$ cat src/rtl/i2c_pkg.sv
// rtl/i2c_pkg.sv - shared I2C state encoding, transaction lengths and bus levels
package i2c_pkg;

  typedef enum logic [3:0] {
    ST_IDLE,
    ST_START,
    ST_ADDR,
    ST_ACK_A,
    ST_REG,
    ST_ACK_R,
    ST_DATA,
    ST_ACK_D,
    ST_RSTART,
    ST_ADDR_R,
    ST_ACK_AR,
    ST_READ,
    ST_MNACK,
    ST_STOP,
    ST_DONE
  } state_t;

  localparam int QUARTERS_WR = 116;
  localparam int QUARTERS_RD = 156;

  localparam logic ACK_LVL  = 1'b0;
  localparam logic NACK_LVL = 1'b1;

  function automatic logic is_ack_state(input state_t s);
    return (s == ST_ACK_A) || (s == ST_ACK_R) || (s == ST_ACK_D) || (s == ST_ACK_AR);
  endfunction

endpackage

$ cat src/rtl/i2c_bit_timer.sv
// rtl/i2c_bit_timer.sv - quarter-bit counter with phase index and SCL stretch freeze
module i2c_bit_timer #(
  parameter int CLK_DIV = 63
) (
  input  logic       i_clk,
  input  logic       i_rst,
  input  logic       i_run,
  input  logic       i_scl,
  output logic [1:0] o_phase,
  output logic       o_qend
);

  localparam int            CW   = $clog2(CLK_DIV);
  localparam logic [CW-1:0] LAST = CW'(CLK_DIV - 1);

  logic [CW-1:0] r_cnt;
  logic [1:0]    r_phase;
  logic          w_freeze;

  // A slave holding SCL low during Q2 stalls the bit, cycle for cycle.
  assign w_freeze = (r_phase == 2'd2) && !i_scl;

  always_ff @(posedge i_clk) begin
    if (i_rst || !i_run) begin
      r_cnt   <= '0;
      r_phase <= '0;
    end else if (!w_freeze) begin
      if (r_cnt == LAST) begin
        r_cnt   <= '0;
        r_phase <= r_phase + 2'd1;
      end else begin
        r_cnt <= r_cnt + 1'b1;
      end
    end
  end

  assign o_phase = r_phase;
  assign o_qend  = i_run && !w_freeze && (r_cnt == LAST);

endmodule

$ cat src/rtl/i2c_master.sv
// rtl/i2c_master.sv - register-style I2C master: one-byte write or one-byte read with NACK reporting
module i2c_master
  import i2c_pkg::*;
#(
  parameter int CLK_DIV = 63
) (
  input  logic       i_clk,
  input  logic       i_rst,
  input  logic       i_start,
  input  logic       i_rw,
  input  logic [6:0] i_dev_addr,
  input  logic [7:0] i_reg_addr,
  input  logic [7:0] i_wdata,
  output logic       o_busy,
  output logic       o_done,
  output logic       o_ack_err,
  output logic [7:0] o_rdata,
  output logic       o_scl_o,
  output logic       o_sda_o,
  output logic       o_scl_oe,
  output logic       o_sda_oe,
  input  logic       i_scl_i,
  input  logic       i_sda_i
);

  state_t      r_state, w_next;
  logic        r_rw;
  logic [6:0]  r_dev;
  logic [7:0]  r_reg, r_wdata, r_shift, r_rdata;
  logic [2:0]  r_bit;
  logic        r_ack_err;
  logic        w_run, w_qend, w_sample, w_bit_end, w_last_bit, w_byte_state;
  logic        w_scl_oe, w_sda_oe;
  logic [1:0]  w_phase;

  assign w_run = (r_state != ST_IDLE) && (r_state != ST_DONE);

  i2c_bit_timer #(.CLK_DIV(CLK_DIV)) u_timer (
    .i_clk   (i_clk),
    .i_rst   (i_rst),
    .i_run   (w_run),
    .i_scl   (i_scl_i),
    .o_phase (w_phase),
    .o_qend  (w_qend)
  );

  assign w_sample     = w_qend && (w_phase == 2'd2);
  assign w_bit_end    = w_qend && (w_phase == 2'd3);
  assign w_last_bit   = (r_bit == 3'd7);
  assign w_byte_state = (r_state == ST_ADDR) || (r_state == ST_REG) || (r_state == ST_DATA) ||
                        (r_state == ST_ADDR_R) || (r_state == ST_READ);

  always_ff @(posedge i_clk) begin
    if (i_rst) r_state <= ST_IDLE;
    else       r_state <= w_next;
  end

  always_comb begin
    w_next = r_state;
    case (r_state)
      ST_IDLE:   if (i_start) w_next = ST_START;
      ST_START:  if (w_bit_end) w_next = ST_ADDR;
      ST_ADDR:   if (w_bit_end && w_last_bit) w_next = ST_ACK_A;
      ST_ACK_A:  if (w_bit_end) w_next = r_ack_err ? ST_STOP : ST_REG;
      ST_REG:    if (w_bit_end && w_last_bit) w_next = ST_ACK_R;
      ST_ACK_R:  if (w_bit_end) w_next = r_ack_err ? ST_STOP : (r_rw ? ST_RSTART : ST_DATA);
      ST_DATA:   if (w_bit_end && w_last_bit) w_next = ST_ACK_D;
      ST_ACK_D:  if (w_bit_end) w_next = ST_STOP;
      ST_RSTART: if (w_bit_end) w_next = ST_ADDR_R;
      ST_ADDR_R: if (w_bit_end && w_last_bit) w_next = ST_ACK_AR;
      ST_ACK_AR: if (w_bit_end) w_next = r_ack_err ? ST_STOP : ST_READ;
      ST_READ:   if (w_bit_end && w_last_bit) w_next = ST_MNACK;
      ST_MNACK:  if (w_bit_end) w_next = ST_STOP;
      ST_STOP:   if (w_bit_end) w_next = ST_DONE;
      ST_DONE:   w_next = ST_IDLE;
      default:   w_next = ST_IDLE;
    endcase
  end

  always_ff @(posedge i_clk) begin
    if (i_rst) begin
      r_rw      <= 1'b0;
      r_dev     <= '0;
      r_reg     <= '0;
      r_wdata   <= '0;
      r_shift   <= '0;
      r_bit     <= '0;
      r_ack_err <= 1'b0;
      r_rdata   <= '0;
    end else begin
      if (r_state == ST_IDLE && i_start) begin
        r_rw      <= i_rw;
        r_dev     <= i_dev_addr;
        r_reg     <= i_reg_addr;
        r_wdata   <= i_wdata;
        r_bit     <= '0;
        r_ack_err <= 1'b0;
      end
      if (w_sample && is_ack_state(r_state) && (i_sda_i != ACK_LVL)) r_ack_err <= 1'b1;
      if (w_sample && r_state == ST_READ) r_shift <= {r_shift[6:0], i_sda_i};
      if (w_bit_end) begin
        case (r_state)
          ST_START:  r_shift <= {r_dev, 1'b0};
          ST_ACK_A:  r_shift <= r_reg;
          ST_ACK_R:  r_shift <= r_wdata;
          ST_RSTART: r_shift <= {r_dev, 1'b1};
          ST_ADDR, ST_REG, ST_DATA, ST_ADDR_R: r_shift <= {r_shift[6:0], 1'b0};
          ST_MNACK:  r_rdata <= r_shift;
          default:   ;
        endcase
        // Wraps back to zero after the eighth bit, ready for the next byte.
        if (w_byte_state) r_bit <= r_bit + 3'd1;
      end
    end
  end

  always_comb begin
    w_scl_oe = 1'b0;
    w_sda_oe = 1'b0;
    case (r_state)
      ST_START: begin
        w_sda_oe = w_phase[1];
        w_scl_oe = (w_phase == 2'd3);
      end
      ST_RSTART: begin
        w_sda_oe = w_phase[1];
        w_scl_oe = (w_phase == 2'd0) || (w_phase == 2'd3);
      end
      ST_STOP: begin
        w_sda_oe = !w_phase[1];
        w_scl_oe = (w_phase == 2'd0);
      end
      ST_ADDR, ST_REG, ST_DATA, ST_ADDR_R: begin
        w_sda_oe = !r_shift[7];
        w_scl_oe = !w_phase[1];
      end
      ST_ACK_A, ST_ACK_R, ST_ACK_D, ST_ACK_AR, ST_READ, ST_MNACK: begin
        w_scl_oe = !w_phase[1];
      end
      default: ;
    endcase
  end

  assign o_busy    = (r_state != ST_IDLE);
  assign o_done    = (r_state == ST_DONE);
  assign o_ack_err = r_ack_err;
  assign o_rdata   = r_rdata;
  assign o_scl_o   = 1'b0;
  assign o_sda_o   = 1'b0;
  assign o_scl_oe  = w_scl_oe;
  assign o_sda_oe  = w_sda_oe;

endmodule

$ cat config.mk
export PLATFORM = sky130hd
export DESIGN_NAME = i2c_master
export DESIGN_NICKNAME = d
export VERILOG_FILES = /design/src/rtl/i2c_pkg.sv /design/src/rtl/i2c_bit_timer.sv /design/src/rtl/i2c_master.sv
export SDC_FILE = /design/constraint.sdc
export NUM_CORES = 1
export LEC_CHECK = 0
export BUFFER_PORTS_ARGS = -buffer_cell sky130_fd_sc_hd__buf_4
export CAP_MARGIN = 20
export CORE_ASPECT_RATIO = 0.7
export CORE_UTILIZATION = 57
export DETAILED_ROUTE_END_ITERATION = 6
export PLACE_DENSITY = 0.83
export SLEW_MARGIN = 20
export SYNTH_ARGS = -nofsm -noshare
export SYNTH_HDL_FRONTEND = slang
export SYNTH_SLANG_ARGS = --single-unit
$ cat constraint.sdc
create_clock -name i_clk -period 2.3 [get_ports i_clk]
set_input_delay 0.575 -clock i_clk [delete_from_list [all_inputs] [get_ports i_clk]]
set_output_delay 0.575 -clock i_clk [all_outputs]
set_load 0.01 [all_outputs]
# Word-level counts from Yosys, hierarchy flattened
# Index checks and enable logic that the tools add are counted.
[totals]
romBits = 0
output_inout_bits = 15
mem_count = 0
register_bits = 56
latch_bits = 0
mem_bits_rw = 0
input_bits = 29
[op_classes]
n_reduce_logical = 36
n_eq_ne = 32
addsub = 3
n_mux = 29
n_mul = 0
order_cmp = 0
shifts = 0
div_mod_pow = 0
n_bitwise = 1
[ops]
columns = ["operator", "n"]
rows = [
  ["2-to-1 mux 4 bit", 16],
  ["case mux 4 bit (13 select lines)", 1],
  ["case mux 8 bit (5 select lines)", 1],
  ["equality test 4 bit (second input constant)", 7],
  ["equality test 4 x 3 -> 1 bit (second input constant)", 4],
  ["2-to-1 mux 8 bit", 2],
  ["inequality test 2 bit (second input constant)", 7],
  ["AND reduction 13 bit", 1],
  ["2-to-1 mux 3 bit", 4],
  ["inequality test 2 x 1 -> 1 bit (second input constant)", 6],
  ["logical AND 1 bit", 11],
  ["OR reduction 10 bit", 1],
  ["logical OR 1 bit", 9],
  ["equality test 4 x 2 -> 1 bit (second input constant)", 2],
  ["adder 6 x 1 -> 6 bit (second input constant)", 1],
  ["equality test 6 bit (second input constant)", 1],
  ["2-to-1 mux 6 bit", 1],
  ["logical NOT 1 bit", 5],
  ["equality test 2 bit (second input constant)", 2],
  ["equality test 4 x 1 -> 1 bit (second input constant)", 1],
  ["logical NOT 4 bit", 1],
  ["inequality test 4 bit (second input constant)", 1],
  ["case mux 1 bit (4 select lines)", 1],
  ["AND reduction 2 bit", 2],
  ["11 further kinds", 13],
]

# Depth between registers and ports, before layout
# Gate-level depths: netlist of the first run.
[depth]
word_depth = 10
depth_mapped = 8
mapped_depth_nobuf = 7

# Cells and area by module
# From an unflattened synthesis of the first run, not the netlist that was laid out.
[hier_totals]
cells_unflattened = 392
hier_area_um2 = 3176.8
[by_module_without_submodules]
columns = ["mod", "cells_each", "seq_area_each_um2", "area_each_um2", "instances"]
rows = [
  ["i2c_master", 340, 960.9, 2708.8, 1],
  ["i2c_bit_timer", 52, 160.2, 467.9, 1],
]

# Worst setup path before layout of the first run
# OpenSTA, ideal clock, no wires.
[synth_timing]
path_type = "register to output"
start = "register r_state[3]"
end = "output port o_sda_oe"
n_path_buf = 2
arrival_ps = 1453
path_stages_with_launch = 7
slack_ps = 272
cell_sequence = "dfxtp_1 -> buf_6 -> clkbuf_1 -> o21ai_0 -> o21ai_0 -> a21oi_1 -> o21ai_0"
[synth_via]
elab_chain_cells = 3
elab_cells_between_ends = 10
[synth_rtl]
columns = ["item", "line_no", "rtl"]
rows = [
  ["start, declared", "i2c_master.sv:26", "state_t r_state, w_next;"],
  ["start signal, assigned", "i2c_master.sv:55", "else r_state <= w_next;"],
  ["equality test 4 x 2 -> 1 bit, or another cell as far along", "i2c_master.sv:120", "case (r_state)"],
  ["OR reduction 4 bit or OR reduction 2 bit (tied branches)", "-", ""],
  ["case mux 1 bit (3 select lines) (*)", "i2c_master.sv:120", ""],
  ["end, declared", "i2c_master.sv:21", "output logic o_sda_oe,"],
]
# Every way passes the cells marked *; elsewhere a longest branch is shown, timed or not.

# Worst setup path after layout of the first run
[layout_timing]
start = "register u_timer.r_phase[0], in the netlist u_timer.o_phase[0]"
end = "output port o_scl_oe"
[layout_via]
elab_chain_cells = 3
elab_cells_between_ends = 4
[layout_rtl]
columns = ["item", "line_no", "rtl"]
rows = [
  ["start, declared", "i2c_bit_timer.sv:17", "logic [1:0] r_phase;"],
  ["start signal, assigned", "i2c_bit_timer.sv:30", "r_phase <= r_phase + 2'd1;"],
  ["equality test 2 bit or logical NOT 2 bit (tied branches)", "i2c_master.sv:123, i2c_master.sv:127, i2c_master.sv:131", ""],
  ["logical OR 1 bit", "i2c_master.sv:127", "w_scl_oe = (w_phase == 2'd0) || (w_phase == 2'd3);"],
  ["case mux 1 bit (4 select lines) (*)", "i2c_master.sv:120", ""],
  ["end, declared", "i2c_master.sv:20", "output logic o_scl_oe,"],
]
# Marks and branches as above.

==> qor.txt, run 1 <==
Post-synth EDFFs = 0
Clock root cell = clkbuf_8
Leakage power = 0.00131 uW
Endpoints failing hold = 0
Area growth syn-to-layout = 16.7%
Global-route usage over all layers = 0.272
Pwr Total = 2750 uW
Post-synthesis sequential area ratio = 0.369
MaxCap Viol Count = 0
Clock power share = 0.198
Boundary Pins = 44
Clock Sinks = 56
WL per Instance = 15.6 um
IO buf count = 41
Cell Chain, Critical Path = inv_1 -> ha_1 -> nor2_1 -> o21ai_1 -> a21o_1 -> o32ai_1 -> buf_4
Hold crit path type = reg -> reg
Clk slew on worst S/H paths = 0.10 ns
Combinational power share = 0.377
Largest net degree at the start of global routing = 49
R2R Setup Slk = 0.16 ns
Initial Util = 0.615
Internal power = 1710 uW
Max Clk Rate = 0.448 GHz
Setup WS pre-CTS = 0.108 ns
Clock Skew = 0.0114 ns
Vias in the first global route = 2380
Worst skew pair latency = 0.31 ns
Hold Path Sink = r_wdata[1]
Launch point of the worst path = u_timer.o_phase[0]
Cell taking the most area after synthesis = dfxtp_1
ANT nets after route = 0
Yosys cell types = 64
Drt total wl = 7400 um
Asr flop ratio synth = 0
Grt total ovfl = 0
Hpwl dp = 5210 um
Psw = 1040 uW
Worst slew pin tran = 0.556 ns
CP required = 1.73 ns
Avg Cell Area, Syn = 8.32 um2
Synthesized instance count = 365
Core Region = 4940 um2
Crit path time final = 2.23 ns
Crit end category = output pin
Cell Area, Synth = 3040 um2
Switching Share = 0.378
Nets = 441
Initial DRC Count = 202
Vias/cell = 5.86
FP Rows = 21
Setup TNS = 0 ns
Die height = 63.1 um
Final Max Slew Viols = 0
Setup WS post-layout = 0.0679 ns
Placer Congestion = 0.872
CTS tree = done
Yosys warning count = 0
Crit-path max cell delay = 0.36 ns
CTS buffer count = 5
Area share of the largest cell type after synthesis = 0.369
Reg2reg start = u_timer.o_phase[1]
#FFs+latches synth = 56
Crit path kind = reg -> out
Fraction of layout cells with a size suffix above 1 = 0.222
Die area = 5630 um2
Status = finished, final reports clean
RSZ-0062 raised after global routing = true
Worst hold slack = 0.460 ns
Ys flop type = dfxtp_1
Routed vias = 2782
WP data arrival = 1.66 ns
# setup viols final = 0
Inserted Diodes = 0
Hold Crit Start = r_wdata[1]
Die Span X = 89.2 um
Worst reg2reg path endpoint = r_shift[2]
Initial antenna violation count = 0
First-pass GRT wire length = 11900 um
Detailed-route DRC error count = 0
Synth cell count leaders = nand2_1 (62), dfxtp_1 (56), a21oi_1 (31)
Pwr/cell area = 775 nW/um2
Critical path peak fanout = 3
Hold depth = 2
Synth top area cells = dfxtp_1 (37%), mux2i_1 (8.2%), nand2_1 (7.7%)
Final worst-path cycle share = 0.970
Top-count cell post-synth = nand2_1
Part of the power in registers = 0.425
DRT Pass-1 Iters = 5
CP max-delay cell = dfxtp_2
Peak supply drop = 0.675 mV
Bufs on Longest Clock Path = 2
CP Launch Type = flip-flop
Max H-tree Level = 2
Rel. slew slack = 0.628
R2R depth = 9
cells by family after synthesis:
family	Yosys count	synth area share
compound gates	94	0.213
xor+xnor	6	0.0173
fa+ha+maj	8	0.0321
buf+inv	37	0.0597
flops	56	0.369
mux	26	0.0861
other cells	1	0.00123
simple gates	137	0.221
power by group through the flow:
stage	clock [uW]	sequential, uW	combinational [uW]
final	544	1170	1040
after global routing	592	1180	1140
after CTS	546	1160	1010
after detailed placement	0	1180	1000
after global placement	0	1180	981
after floorplan	0	1140	738
area by class of cell:
cell class / instances / area, um2
flip-flops and latches: 56 / 1130
multi-input cells: 273 / 1740
fillers: 422 / 1400
inverters: 7 / 26.3
clock buffers: 6 / 72.6
clock inverters: 2 / 16.3
well taps: 69 / 86.3
repair buffers: 62 / 465
stage by stage:
step           std cells  cell area, um2   util
3_3_place_gp         464            3410  0.691
3_5_place_dp         464            3410  0.691
2_1_floorplan        366            3040      -
4_1_cts              472            3510  0.710
5_1_grt              475            3540  0.717
6_report             475            3540  0.717
worst max path at each step:
stage	to	slack (ns)
final	o_scl_oe	0.07
after global routing	o_scl_oe	-0.01
after CTS	o_scl_oe	0.01
after detailed placement	o_rdata[6]	0.11
after global placement	o_rdata[2]	0.22
after floorplan	o_sda_oe	0.27
critical path: cells and delay by family, from the launching register on:
family	cells	cell delay, ns
adder cells (fa/ha/maj)	1	0.30
buffers and inverters	2	0.23
AND/OR/NAND/NOR	1	0.11
flip-flops	1	0.36
AO/OA/AOI/OAI	3	0.37
cell usage in the layout (no fill, tap or decap), types with 3 or more instances in the layout:
| master | instances |
|---|---|
| nand3_1 | 3 |
| a31oi_1 | 3 |
| a221oi_1 | 7 |
| dfxtp_2 | 3 |
| nor2_1 | 28 |
| o21ai_0 | 12 |
| nor2b_1 | 4 |
| inv_1 | 6 |
| nand2_1 | 62 |
| ha_1 | 7 |
| nand3b_1 | 3 |
| buf_4 | 62 |
| nand4_1 | 3 |
| a21oi_1 | 31 |
| a211oi_1 | 5 |
| xnor2_1 | 4 |
| o32ai_1 | 5 |
| dfxtp_1 | 51 |
| clkbuf_8 | 5 |
| nor3_1 | 13 |
| a32o_1 | 4 |
| mux2i_1 | 25 |
routing by layer:
layer | global-route usage | vias up | wire [um]
li1 | - | 1379 | -
met2 | 0.383 | 120 | 3080
met3 | 0.0498 | 7 | 512
met4 | 0.0476 | 0 | 51
met1 | 0.431 | 1276 | 3760
met5 | 0 | - | 0
timing repair:
item	CTS	global route
endpoints found under the setup margin	2	3
hold endpoints to repair	0	0
hold buffers	0	0
gates resized for setup	4	6
pin swaps	0	1
buffers inserted	0	3
(Power assumes the default switching activity.)
==> inputs of run 2 (changes only) <==
ABC_AREA = 1   (was default)
CORE_UTILIZATION = 50   (was 57)
PLACE_DENSITY = 0.75   (was 0.83)
==> qor.txt, run 2 <==
Status = finished, final reports clean
Peak supply drop = 0.463 mV
FP Rows = 22
Crit end category = output pin
Area share of the largest cell type after synthesis = 0.392
Synthesized instance count = 419
Core Region = 5370 um2
Yosys warning count = 0
Fraction of layout cells with a size suffix above 1 = 0.208
Synth top area cells = dfxtp_1 (39%), nand2_1 (11%), nor2_1 (11%)
Rel. slew slack = 0.404
Crit path time final = 2.28 ns
CP Launch Type = flip-flop
Pwr/cell area = 946 nW/um2
Endpoints failing hold = 0
Worst reg2reg path endpoint = r_shift[7]
Initial antenna violation count = 0
Post-synth EDFFs = 0
WL per Instance = 14.2 um
Reg2reg start = u_timer.o_phase[0]
ANT nets after route = 0
# setup viols final = 0
MaxCap Viol Count = 0
Die height = 65.2 um
Bufs on Longest Clock Path = 2
Worst skew pair latency = 0.31 ns
Max Clk Rate = 0.438 GHz
Top-count cell post-synth = nand2_1
Cell taking the most area after synthesis = dfxtp_1
Avg Cell Area, Syn = 6.82 um2
Boundary Pins = 44
Grt total ovfl = 0
Final Max Slew Viols = 0
Vias/cell = 5.39
First-pass GRT wire length = 12700 um
Commonest cells after routing, fill and taps aside = nand2_1 (78), nor2_1 (76), dfxtp_1 (51), buf_4 (46), o21ai_0 (43)
Max H-tree Level = 2
Critical path peak fanout = 6
CTS buffer count = 5
Vias in the first global route = 2690
Asr flop ratio synth = 0
Clock Sinks = 56
Crit path kind = reg -> out
Initial DRC Count = 235
CTS tree = done
Worst slew pin tran = 0.888 ns
Synth cell count leaders = nand2_1 (85), nor2_1 (81), dfxtp_1 (56)
WP data arrival = 1.71 ns
Post-synthesis sequential area ratio = 0.392
Drt total wl = 7560 um
Pwr Total = 3220 uW
Area growth syn-to-layout = 19.0%
Leakage power = 0.00148 uW
Hold crit path type = reg -> reg
Initial Util = 0.532
Inserted Diodes = 0
IO buf count = 41
Placer Congestion = 0.974
Largest net degree at the start of global routing = 38
Die area = 6020 um2
R2R Setup Slk = 0.19 ns
Commonest non-fill, non-tap cell in the layout = nand2_1
Worst hold slack = 0.457 ns
DRT Pass-1 Iters = 4
Launch point of the worst path = r_state[1]
Ys flop type = dfxtp_1
Yosys cell types = 38
Nets = 497
Die Span X = 92.3 um
Global-route usage over all layers = 0.267
Clk slew on worst S/H paths = 0.10 ns
Routed vias = 2879
R2R depth = 13
CTS Hold Bufs = 0
Clock Skew = 0.0111 ns
CP endpoint = o_scl_oe
Clock root cell = clkbuf_8
Hpwl dp = 5550 um
Final worst-path cycle share = 0.993
Cell Area, Synth = 2860 um2
CP required = 1.73 ns
Detailed-route DRC error count = 0
#FFs+latches synth = 56
==> run 2: cell count changes after synthesis, sizes merged, moves of 5 or more <==
| cell | change |
|---|---|
| nor2 | +56 |
| o21ai | +34 |
| inv | +35 |
| nand2 | +27 |
| nor3 | -14 |
| buf | -9 |
| mux2i | -25 |
| nand4 | +6 |
| o32ai | -5 |
| nand3 | +16 |
| a221oi | -7 |
| clkbuf | -9 |
| a211oi | -5 |
==> run 2: repair_timing <==
action                                  4_1_cts  5_1_grt
gates resized for setup                       9       22
endpoints found under the setup margin        2        3
pin swaps                                     0        1
setup buffers                                 0        1
==> run 2: logic make-up (layout without fill, tap and decap cells) <==
| kind of cell | Yosys count | in the layout | share of synthesized area |
|---|---|---|---|
| buf+inv | 56 | 98 | 0.0863 |
| fa+ha+maj | 7 | 7 | 0.0307 |
| other cells | 1 | 2 | 0.00131 |
| compound gates | 87 | 87 | 0.163 |
| simple gates | 209 | 209 | 0.317 |
| xor+xnor | 3 | 3 | 0.00920 |
| flops | 56 | 56 | 0.392 |
==> run 2: power by group <==
group	leakage (uW)	internal [uW]	total [uW]	switching, uW
Sequential	0.000459	1140	1260	114
Combinational	0.000962	428	1320	888
Clock	0.0000541	323	643	321
==> run 2: layer usage <==
metal  global-route usage  part of all wire  up-vias
li1                     -                 -     1440
met1                0.364              0.47     1318
met2                0.418              0.44       99
met3               0.0521             0.063       22
met4                0.104             0.023        0
met5                    0                 0        -
==> run 2: how the worst min path moves through the flow <==
stage,startpoint,to,slack (ns),cells past startpoint
2_1_floorplan,r_wdata[6],r_wdata[6],0.42,2
3_3_place_gp,r_wdata[1],r_wdata[1],0.44,2
3_5_place_dp,r_wdata[6],r_wdata[6],0.44,2
4_1_cts,r_wdata[6],r_wdata[6],0.46,2
5_1_grt,i_dev_addr[4],r_dev[4],0.48,3
6_report,r_wdata[1],r_wdata[1],0.46,2
==> run 2: through the flow <==
| step | cells | cell area [um2] | setup slack (ns) | util | setup TNS [ns] |
|---|---|---|---|---|---|
| after CTS | 533 | 3330 | 0.00454 | 0.621 | 0 |
| after detailed placement | 525 | 3210 | 0.182 | 0.597 | 0 |
| after global placement | 525 | 3210 | 0.191 | 0.597 | 0 |
| final | 534 | 3400 | 0.0172 | 0.633 | 0 |
| after floorplan | 420 | 2860 | 0.406 | - | 0 |
| after global routing | 534 | 3400 | -0.0799 | 0.633 | -0.0799 |
==> run 2: critical path: stages, from the launching register on <==
cell,delay [ns]
dfxtp_4,0.39
nand2_2,0.11
inv_1,0.07
nand2_2,0.09
nand2_2,0.09
nor2_4,0.11
nand2_1,0.10
nor3_2,0.20
o21ai_1,0.09
buf_4,0.15
==> run 2: cell type report <==
cell class	instances	area [um2]
timing repair buffer	46	345
sequential	56	1130
multi-input combinational	308	1550
fill	515	1970
clock buffer	5	68.8
tap	72	90.1
clock inverter	3	42.5
inverter	44	168
==> inputs of run 3 (changes only) <==
SETUP_SLACK_MARGIN = 0.02   (was default)
==> qor.txt, run 3 (synthesis gave the netlist of run 2 again) <==
Status = finished, final reports clean
Rel. slew slack = 0.400
Fraction of layout cells with a size suffix above 1 = 0.206
Crit path kind = reg -> out
Largest net degree at the start of global routing = 38
Endpoints failing hold = 0
Clock Sinks = 56
CTS buffer count = 5
Final worst-path cycle share = 0.990
# setup viols final = 0
Inserted Diodes = 0
WP data arrival = 1.70 ns
CTS tree = done
Commonest cells after routing, fill and taps aside = nand2_1 (79), nor2_1 (76), dfxtp_1 (51), buf_4 (46), o21ai_0 (43)
Initial DRC Count = 219
Number of fill cells in the layout = 511
Vias/cell = 5.42
MaxCap Viol Count = 0
Worst slew pin tran = 0.894 ns
Detailed-route DRC error count = 0
WL per Instance = 14.3 um
First-pass GRT wire length = 12700 um
Grt total ovfl = 0
Hpwl dp = 5550 um
Clk slew on worst S/H paths = 0.10 ns
Max Clk Rate = 0.439 GHz
Commonest non-fill, non-tap cell in the layout = nand2_1
Vias in the first global route = 2691
Placed instance area = 3210 um2
Design area = 3400 um2
Critical path peak fanout = 6
Clock root cell = clkbuf_8
Die Span X = 92.3 um
CP required = 1.73 ns
Placer Congestion = 0.974
Peak supply drop = 0.461 mV
FP Rows = 22
DRT Pass-1 Iters = 6
Nets = 497
Initial Util = 0.532
CP Launch Type = flip-flop
IO buf count = 41
Pwr/cell area = 946 nW/um2
CTS Hold Bufs = 0
RSZ-0062 raised after global routing = true
Drt total wl = 7620 um
Routed vias = 2896
Global-route usage over all layers = 0.267
Boundary Pins = 44
Die area = 6020 um2
Bufs on Longest Clock Path = 2
Leakage power = 0.00148 uW
Initial antenna violation count = 0
Clock Skew = 0.0103 ns
Worst skew pair latency = 0.31 ns
Core Region = 5370 um2
Die height = 65.2 um
ANT nets after route = 0
Crit end category = output pin
Hold crit path type = reg -> reg
Area growth syn-to-layout = 18.9%
Setup TNS = 0 ns
Crit path time final = 2.28 ns
Max H-tree Level = 2
Finished Core Util = 0.633
Final Max Slew Viols = 0
==> run 3: critical path, cell delays in order (launching register included) <==
cell and delay (ns):
dfxtp_4 0.40, nand2_2 0.11, inv_1 0.07, nand2_2 0.09, nand2_2 0.10, nor2_4 0.10, nand2_1 0.10, nor3_2 0.19
o21ai_1 0.09, buf_4 0.15
==> run 3: layout make-up <==
class / instances / area [um2] / area share
inverters: 44 / 168 / 0.0494
clock buffers: 5 / 68.8 / 0.0203
repair buffers: 46 / 345 / 0.102
well taps: 72 / 90.1 / 0.0265
clock inverters: 3 / 42.5 / 0.0125
flip-flops and latches: 56 / 1130 / 0.333
multi-input cells: 308 / 1550 / 0.456
==> run 3: path summary, 6_finish.rpt <==
kind / to / slack [ns] / depth (start not counted) / start
worst min-delay path: r_wdata[3] / 0.46 / 2 / r_wdata[3]
worst max-delay path: o_scl_oe / 0.02 / 9 / r_state[0]
worst min register to register: r_wdata[3] / 0.46 / 2 / r_wdata[3]
worst max register to register: r_shift[7] / 0.20 / 13 / u_timer.o_phase[0]
==> run 3: what timing repair did <==
action | CTS | global route
pin swaps | 1 | 1
gates resized for setup | 12 | 18
setup endpoints to repair | 2 | 6
setup buffers | 1 | 0
==> run 3: through the flow <==
step,worst slack [ns],total power [uW],instances,hold slack (ns)
4_1_cts,0.0301,3130,534,0.459
3_5_place_dp,0.182,2450,525,0.445
2_1_floorplan,0.406,2080,420,0.425
6_report,0.0233,3210,534,0.456
5_1_grt,-0.0906,3450,534,0.483
3_3_place_gp,0.191,2440,525,0.436
==> run 3: layer usage <==
| layer | vias up | wire, um | global-route usage |
|---|---|---|---|
| li1 | 1436 | - | - |
| met1 | 1310 | 3440 | 0.365 |
| met5 | - | 0 | 0 |
| met4 | 0 | 206 | 0.104 |
| met3 | 30 | 604 | 0.0521 |
| met2 | 120 | 3370 | 0.418 |
==> run 3: report_power, final <==
part           total [uW]  switching, uW  internal (uW)
Combinational        1310            886            426
Sequential           1260            115           1140
Clock                 644            322            323
